### src/rtl/pc_adder_pkg.sv
// Shared constants and types for the program-counter incrementer.
package pc_adder_pkg;

    localparam int XLEN_DEFAULT      = 32;
    localparam int PC_INC_NORMAL     = 4;
    localparam int PC_INC_COMPRESSED = 2;

    typedef logic [XLEN_DEFAULT-1:0] pc_t;

endpackage

### src/rtl/pc_adder_if.sv
// Signal bundle between a PC producer and the pc_adder block.
// The master side drives the current PC and the compressed select.
// The slave side (the adder) returns the next PC, the flags and the registered copies.
interface pc_adder_if
    import pc_adder_pkg::*;
#(
    parameter int XLEN = XLEN_DEFAULT
);

    logic [XLEN-1:0] pc_in;
    logic            is_compressed;
    logic [XLEN-1:0] pc_out;
    logic            carry_out;
    logic            misaligned;
    logic [XLEN-1:0] pc_out_q;
    logic            wrap_seen;

    modport master (
        output pc_in,
        output is_compressed,
        input  pc_out,
        input  carry_out,
        input  misaligned,
        input  pc_out_q,
        input  wrap_seen
    );

    modport slave (
        input  pc_in,
        input  is_compressed,
        output pc_out,
        output carry_out,
        output misaligned,
        output pc_out_q,
        output wrap_seen
    );

endinterface

### src/rtl/pc_adder_inc_core.sv
// Combinational core of the PC incrementer: sum, carry out of the top bit,
// and an alignment check against the increment currently in use.
// When PC_ADDER_COMPRESSED_EN is defined, is_compressed selects a +2 step;
// otherwise the step is always INC and is_compressed is never looked at.
module pc_inc_core
    import pc_adder_pkg::*;
#(
    parameter int XLEN = XLEN_DEFAULT,
    parameter int INC  = PC_INC_NORMAL
) (
    input  logic [XLEN-1:0] pc_in,
    input  logic            is_compressed,
    output logic [XLEN-1:0] pc_out,
    output logic            carry_out,
    output logic            misaligned
);

    logic [XLEN-1:0] inc;
    logic [XLEN:0]   sum;

`ifdef PC_ADDER_COMPRESSED_EN
    assign inc = is_compressed ? XLEN'(PC_INC_COMPRESSED) : XLEN'(INC);
`else
    // The select is kept as a port but must not influence the result,
    // so an X on it can never reach the outputs.
    logic unused_is_compressed;
    assign unused_is_compressed = is_compressed;
    assign inc = XLEN'(INC);
`endif

    // One extra bit captures the wrap past 2^XLEN-1.
    assign sum        = {1'b0, pc_in} + {1'b0, inc};
    assign pc_out     = sum[XLEN-1:0];
    assign carry_out  = sum[XLEN];

    // Increments are powers of two, so any set bit below the step is a misalignment.
    // The sum itself is never masked.
    assign misaligned = |(pc_in & (inc - XLEN'(1)));

endmodule

### src/rtl/pc_adder.sv
// Program-counter adder top: wraps the combinational incrementer and adds a
// registered copy of the next PC plus a sticky wrap flag.
// Optional feature macro: PC_ADDER_COMPRESSED_EN (enables the +2 step).
module pc_adder
    import pc_adder_pkg::*;
#(
    parameter int XLEN = XLEN_DEFAULT,
    parameter int INC  = PC_INC_NORMAL
) (
    input logic         clk,
    input logic         rst,
    pc_adder_if.slave   bus
);

    logic [XLEN-1:0] next_pc;
    logic            carry;
    logic            misalign;
    logic [XLEN-1:0] pc_q;
    logic            wrap_q;

    pc_inc_core #(
        .XLEN (XLEN),
        .INC  (INC)
    ) u_core (
        .pc_in         (bus.pc_in),
        .is_compressed (bus.is_compressed),
        .pc_out        (next_pc),
        .carry_out     (carry),
        .misaligned    (misalign)
    );

    // Register the next PC and accumulate any wrap; reset wins over the update.
    always_ff @(posedge clk) begin
        if (rst) begin
            pc_q   <= '0;
            wrap_q <= 1'b0;
        end else begin
            pc_q   <= next_pc;
            wrap_q <= wrap_q | carry;
        end
    end

    assign bus.pc_out     = next_pc;
    assign bus.carry_out  = carry;
    assign bus.misaligned = misalign;
    assign bus.pc_out_q   = pc_q;
    assign bus.wrap_seen  = wrap_q;

endmodule

### src/flat_wrapper.sv
// flat-port wrapper written by rule: the top's interface ports become plain ports
module pc_adder_flat import pc_adder_pkg::*;
#(
    parameter int XLEN = XLEN_DEFAULT,
    parameter int INC  = PC_INC_NORMAL
)
  (clk, rst, bus_pc_in, bus_is_compressed, bus_pc_out, bus_carry_out, bus_misaligned, bus_pc_out_q, bus_wrap_seen);
  pc_adder_if #(.XLEN(XLEN)) bus_i ();
  input logic clk;
  input logic rst;
  input wire logic [$bits(bus_i.pc_in)-1:0] bus_pc_in;
  input wire logic [$bits(bus_i.is_compressed)-1:0] bus_is_compressed;
  output wire logic [$bits(bus_i.pc_out)-1:0] bus_pc_out;
  output wire logic [$bits(bus_i.carry_out)-1:0] bus_carry_out;
  output wire logic [$bits(bus_i.misaligned)-1:0] bus_misaligned;
  output wire logic [$bits(bus_i.pc_out_q)-1:0] bus_pc_out_q;
  output wire logic [$bits(bus_i.wrap_seen)-1:0] bus_wrap_seen;
  assign bus_i.pc_in = bus_pc_in;
  assign bus_i.is_compressed = bus_is_compressed;
  assign bus_pc_out = bus_i.pc_out;
  assign bus_carry_out = bus_i.carry_out;
  assign bus_misaligned = bus_i.misaligned;
  assign bus_pc_out_q = bus_i.pc_out_q;
  assign bus_wrap_seen = bus_i.wrap_seen;
  pc_adder #(.XLEN(XLEN), .INC(INC)) u_core (.clk(clk), .rst(rst), .bus(bus_i));
endmodule
### config.mk
export PLATFORM = sky130hd
export DESIGN_NAME = pc_adder_flat
export DESIGN_NICKNAME = d
export VERILOG_FILES = /design/src/rtl/pc_adder_pkg.sv /design/src/rtl/pc_adder_if.sv /design/src/rtl/pc_adder_inc_core.sv /design/src/rtl/pc_adder.sv /design/src/flat_wrapper.sv
export SDC_FILE = /design/constraint.sdc
export NUM_CORES = 1
export LEC_CHECK = 0
export ABC_CLOCK_PERIOD_IN_PS = 1500
export CAP_MARGIN = 20
export CORE_MARGIN = 3
export CORE_UTILIZATION = 25
export CTS_CLUSTER_SIZE = 12
export DETAILED_ROUTE_END_ITERATION = 8
export DONT_BUFFER_PORTS = 1
export GPL_TIMING_DRIVEN = 0
export PLACE_DENSITY = 0.39
export SLEW_MARGIN = 20
export SYNTH_ARGS = -nofsm -noshare
export SYNTH_HDL_FRONTEND = slang
export SYNTH_SLANG_ARGS = --single-unit
### constraint.sdc
create_clock -name clk -period 1.5 [get_ports clk]
set_input_delay 0.225 -clock clk [delete_from_list [all_inputs] [get_ports clk]]
set_output_delay 0.225 -clock clk [all_outputs]
set_load 0.01 [all_outputs]
==> out/results.txt <==
The flow ran to the end, but the final reports show violations. The checks that failed: negative setup slack. Hold is met by 0.0581 ns.

Setup slack on the worst reg-to-reg path comes out at 0.84 ns. Clock-pin slew was measured on the worst setup and hold paths at 0.07 ns. Setup violations remaining at the end of the flow were counted as 10.

The worst hold path begins at bus_pc_in[1]. In the finished design, the share of the clock period the worst path needs comes to 103%. The run gives 0 as the post-route DRC violation count.

Derived from the worst setup path, the maximum achievable clock frequency is 0.648 GHz. The slew at the pin closest to its max-slew limit came out at 0.594 ns. Clock tree synthesis found a total of 33 sinks. Of all nets on the critical path, the largest fanout is 4. The clock passes through at most 2 buffers. The die height is 91.2 um, and the number of nets in the final layout is 270. The total power per unit cell area was 740 nW/um^2; the number of cells on the worst reg-to-reg path was 2. The area share of the largest cell type after synthesis came out at 36.4%. For the worst setup margin, the log shows -0.0429 ns. The tools report the max-slew violation count as 0.

The path with the worst hold slack has its endpoint at u_core.bus.pc_out_q[1]. The first TritonRoute pass finished after 4 iterations. The initial utilization of the core area, before any placement, comes to 26.3%.

The biggest area contributor in the post-synthesis netlist is sky130_fd_sc_hd__dfxtp_1. The count of maximum capacitance violations was 0. The number of H-tree levels is 2, and the via count of the first global-routing pass is 1541. The later-pin clock latency in the skew report came out at 0.29 ns.

Among all flip-flop cells after synthesis, the most frequent one is sky130_fd_sc_hd__dfxtp_1. Clock skew on the completed layout was measured at 0 ns. The tools report the data required time of the worst path as 1.27 ns. Path type of the worst min-delay path: in -> reg. The final period demand of the worst path was 1.54 ns.

Dividing the synthesized area by the synthesized cell count gives 9.35 um^2. The die is 91.2 um wide. STA classifies the critical path startpoint as an input port.

At the end of routability-driven placement, the weighted congestion stood at 0.699. When the netlist entered floorplanning its net count stood at 230. The cell family contributing the most delay on the critical path is simple AND/OR/NAND/NOR gates. The tools report the number of warnings issued by yosys as 0. In this run the critical register-to-register path is captured at u_core.bus.wrap_seen. The HPWL after detailed placement is 4060 um.

Number of diodes: 0. After synthesis, the cell types taking the most area are sky130_fd_sc_hd__dfxtp_1 36%, sky130_fd_sc_hd__xnor2_1 9.2%, sky130_fd_sc_hd__nor2b_1 8.6%. The remaining antenna violation count after routing is 0. The synthesized design contains 0 enable-type register cells.

Setup repair after global routing could not meet its margin everywhere. The register bit count reported by yosys works out to 33. The run gives 1950 uW as the total power consumption of the routed design. The core region is 6910 um^2. The run gives 0.338 mV as the largest voltage drop on the vdd net. The number of hold violations in the final report came out at 0.

The startpoint identified for the worst register-to-register timing path is u_core.bus.wrap_seen. After technology mapping, the gate count stands at 194. The floorplan step defined a die boundary enclosing 8310 um^2.

The routed design has 5520 um of wire. The via count was 1486; the wire length of the first global-routing pass was 8470 um. The initialized floorplan defines 30 standard-cell rows. The detail-routed net length per standard cell is 16.7 um. Adding up every negative setup slack in the final design gives -0.221 ns. The initial antenna violation count is 0, and the total routing resource utilization after global routing is 13.1%. TritonCTS built the clock tree. Port buffering added 0 buffers. STA classifies the critical path endpoint as a primary output. The largest individual stage delay along the critical path comes from the cell sky130_fd_sc_hd__buf_4. TritonCTS created 5 clock buffers. In this run the clock root is driven by a sky130_fd_sc_hd__clkbuf_8. The post-detailed-route via-to-cell ratio was 4.50; the pin count of the biggest net entering global routing was 11.

In this run, distinct cell masters in the synthesized netlist total 40. Of all flip-flops after synthesis, the portion carrying an async set or reset was 0%. After global routing the overflow that remains totals 0.

The logs give 28 for the first-iteration detailed-routing DRC count and 102 for the number of primary I/O pins. The tools report the post-synth design cell area as 1810 um^2. In this run the static leakage power is 0.00105 uW. The critical path is of the in -> out type. Of the cells placed in the final design, the portion with a size suffix greater than 1 is 41.0%.

The relative slew slack was 60.4%. For this run, the register share of the synthesized area comes to 36.4%. The critical path goes through ha_4 > and4_1 > clkbuf_8 > nand4_1 > buf_4 > o21ai_2 > nand2_2. The biggest cell delay along the critical path is 0.22 ns, and the worst endpoint data arrival time is 1.32 ns.

The number of cells on the worst hold path works out to 1. The number of buffer and inverter stages on the critical path was 2. The layout-stage area growth over the synthesis result is 45.6%.
cells in the mapped netlist, types with 2 or more instances:
cell type,number
sky130_fd_sc_hd__dfxtp_1,33
sky130_fd_sc_hd__nor2b_1,25
sky130_fd_sc_hd__xnor2_1,19
sky130_fd_sc_hd__nand4_1,13
sky130_fd_sc_hd__nor2_1,12
sky130_fd_sc_hd__nand2_1,10
sky130_fd_sc_hd__nand3_1,9
sky130_fd_sc_hd__mux2_2,7
sky130_fd_sc_hd__inv_1,6
sky130_fd_sc_hd__a21oi_1,5
sky130_fd_sc_hd__clkbuf_1,5
sky130_fd_sc_hd__and3_1,4
sky130_fd_sc_hd__and4_1,4
sky130_fd_sc_hd__xor2_1,4
sky130_fd_sc_hd__mux2_4,3
sky130_fd_sc_hd__nand3_4,3
sky130_fd_sc_hd__nor3_1,3
sky130_fd_sc_hd__buf_4,2
sky130_fd_sc_hd__nand3b_1,2
sky130_fd_sc_hd__nor4_1,2
sky130_fd_sc_hd__nor4_4,2
sky130_fd_sc_hd__o21ai_0,2
sky130_fd_sc_hd__or2_2,2
metrics by stage:
step / cells / utilization [%] / instance area, um^2 / setup WS, ns
2_1_floorplan: 194 / - / 1860 / -0.0535
3_3_place_gp: 290 / 28.7 / 1980 / -0.328
3_5_place_dp: 290 / 28.7 / 1980 / -0.325
4_1_cts: 323 / 36.0 / 2490 / -0.0925
5_1_grt: 330 / 38.2 / 2640 / -0.140
6_report: 330 / 38.2 / 2640 / -0.0429
per-layer routing:
layer / GRT usage [%] / vias up / wire, um
li1: - / 751 / -
met1: 15.9 / 684 / 2460
met2: 21.5 / 45 / 2670
met3: 3.89 / 6 / 303
met4: 5.28 / 0 / 93
met5: 0 / - / 0
flip-flops by register name, indices dropped and copies added (netlist names):
signal and count:
u_core.bus.pc_out_q 32, u_core.bus.wrap_seen 1
worst max-delay path by stage:
stage                        from             end  slack, ns  cells past startpoint
floorplan            bus_pc_in[2]  bus_pc_out[26]      -0.05                      5
global placement     bus_pc_in[2]  bus_pc_out[26]      -0.33                      5
detailed placement   bus_pc_in[2]  bus_pc_out[26]      -0.32                      5
CTS                 bus_pc_in[12]  bus_pc_out[23]      -0.09                      5
global route         bus_pc_in[6]  bus_pc_out[31]      -0.14                      5
finish               bus_pc_in[3]  bus_pc_out[24]      -0.04                      7
kinds of logic (layout without fill, tap and decap cells):
kind of cell / count (synthesis) / count (layout) / synth area share, %
xor+xnor: 23 / 23 / 11.1
buf+inv: 15 / 55 / 4.00
flops: 33 / 33 / 36.4
simple gates: 100 / 100 / 37.0
compound gates: 11 / 11 / 3.45
mux: 11 / 11 / 7.38
fa+ha+maj: 1 / 1 / 0.690
cells in the final DEF, fill, tap and decap left out, drive strengths merged, types with 2 or more instances in the layout:
cell and n:
nand4 15, dfxtp 33, or2 2, nor4 4
xnor2 19, mux2 10, and4 4, nand3b 2
clkbuf 13, a21oi 5, o21ai 3, inv 5
nand3 13, nand2 10, buf 35, and3 4
xor2 4, nor2b 25, nor3 4, nor2 12
power by group:
part | internal (uW) | switching, uW
combinational | 134 | 135
clock | 365 | 352
sequential | 926 | 42.7
repair_timing:
action	CTS	global route
resized for setup	31	18
hold endpoints to repair	1	0
pin swaps	26	17
setup buffers	25	7
setup endpoints to repair	16	20
hold buffers	1	0
layout make-up:
class / count / area (um^2)
multi-input combinational: 146 / 1370
timing repair buffer: 33 / 294
clock buffer: 7 / 86.3
tap: 96 / 120
fill: 721 / 4270
buffer: 9 / 80.1
sequential: 33 / 661
inverter: 6 / 26.3
(Power assumes the default switching activity.)
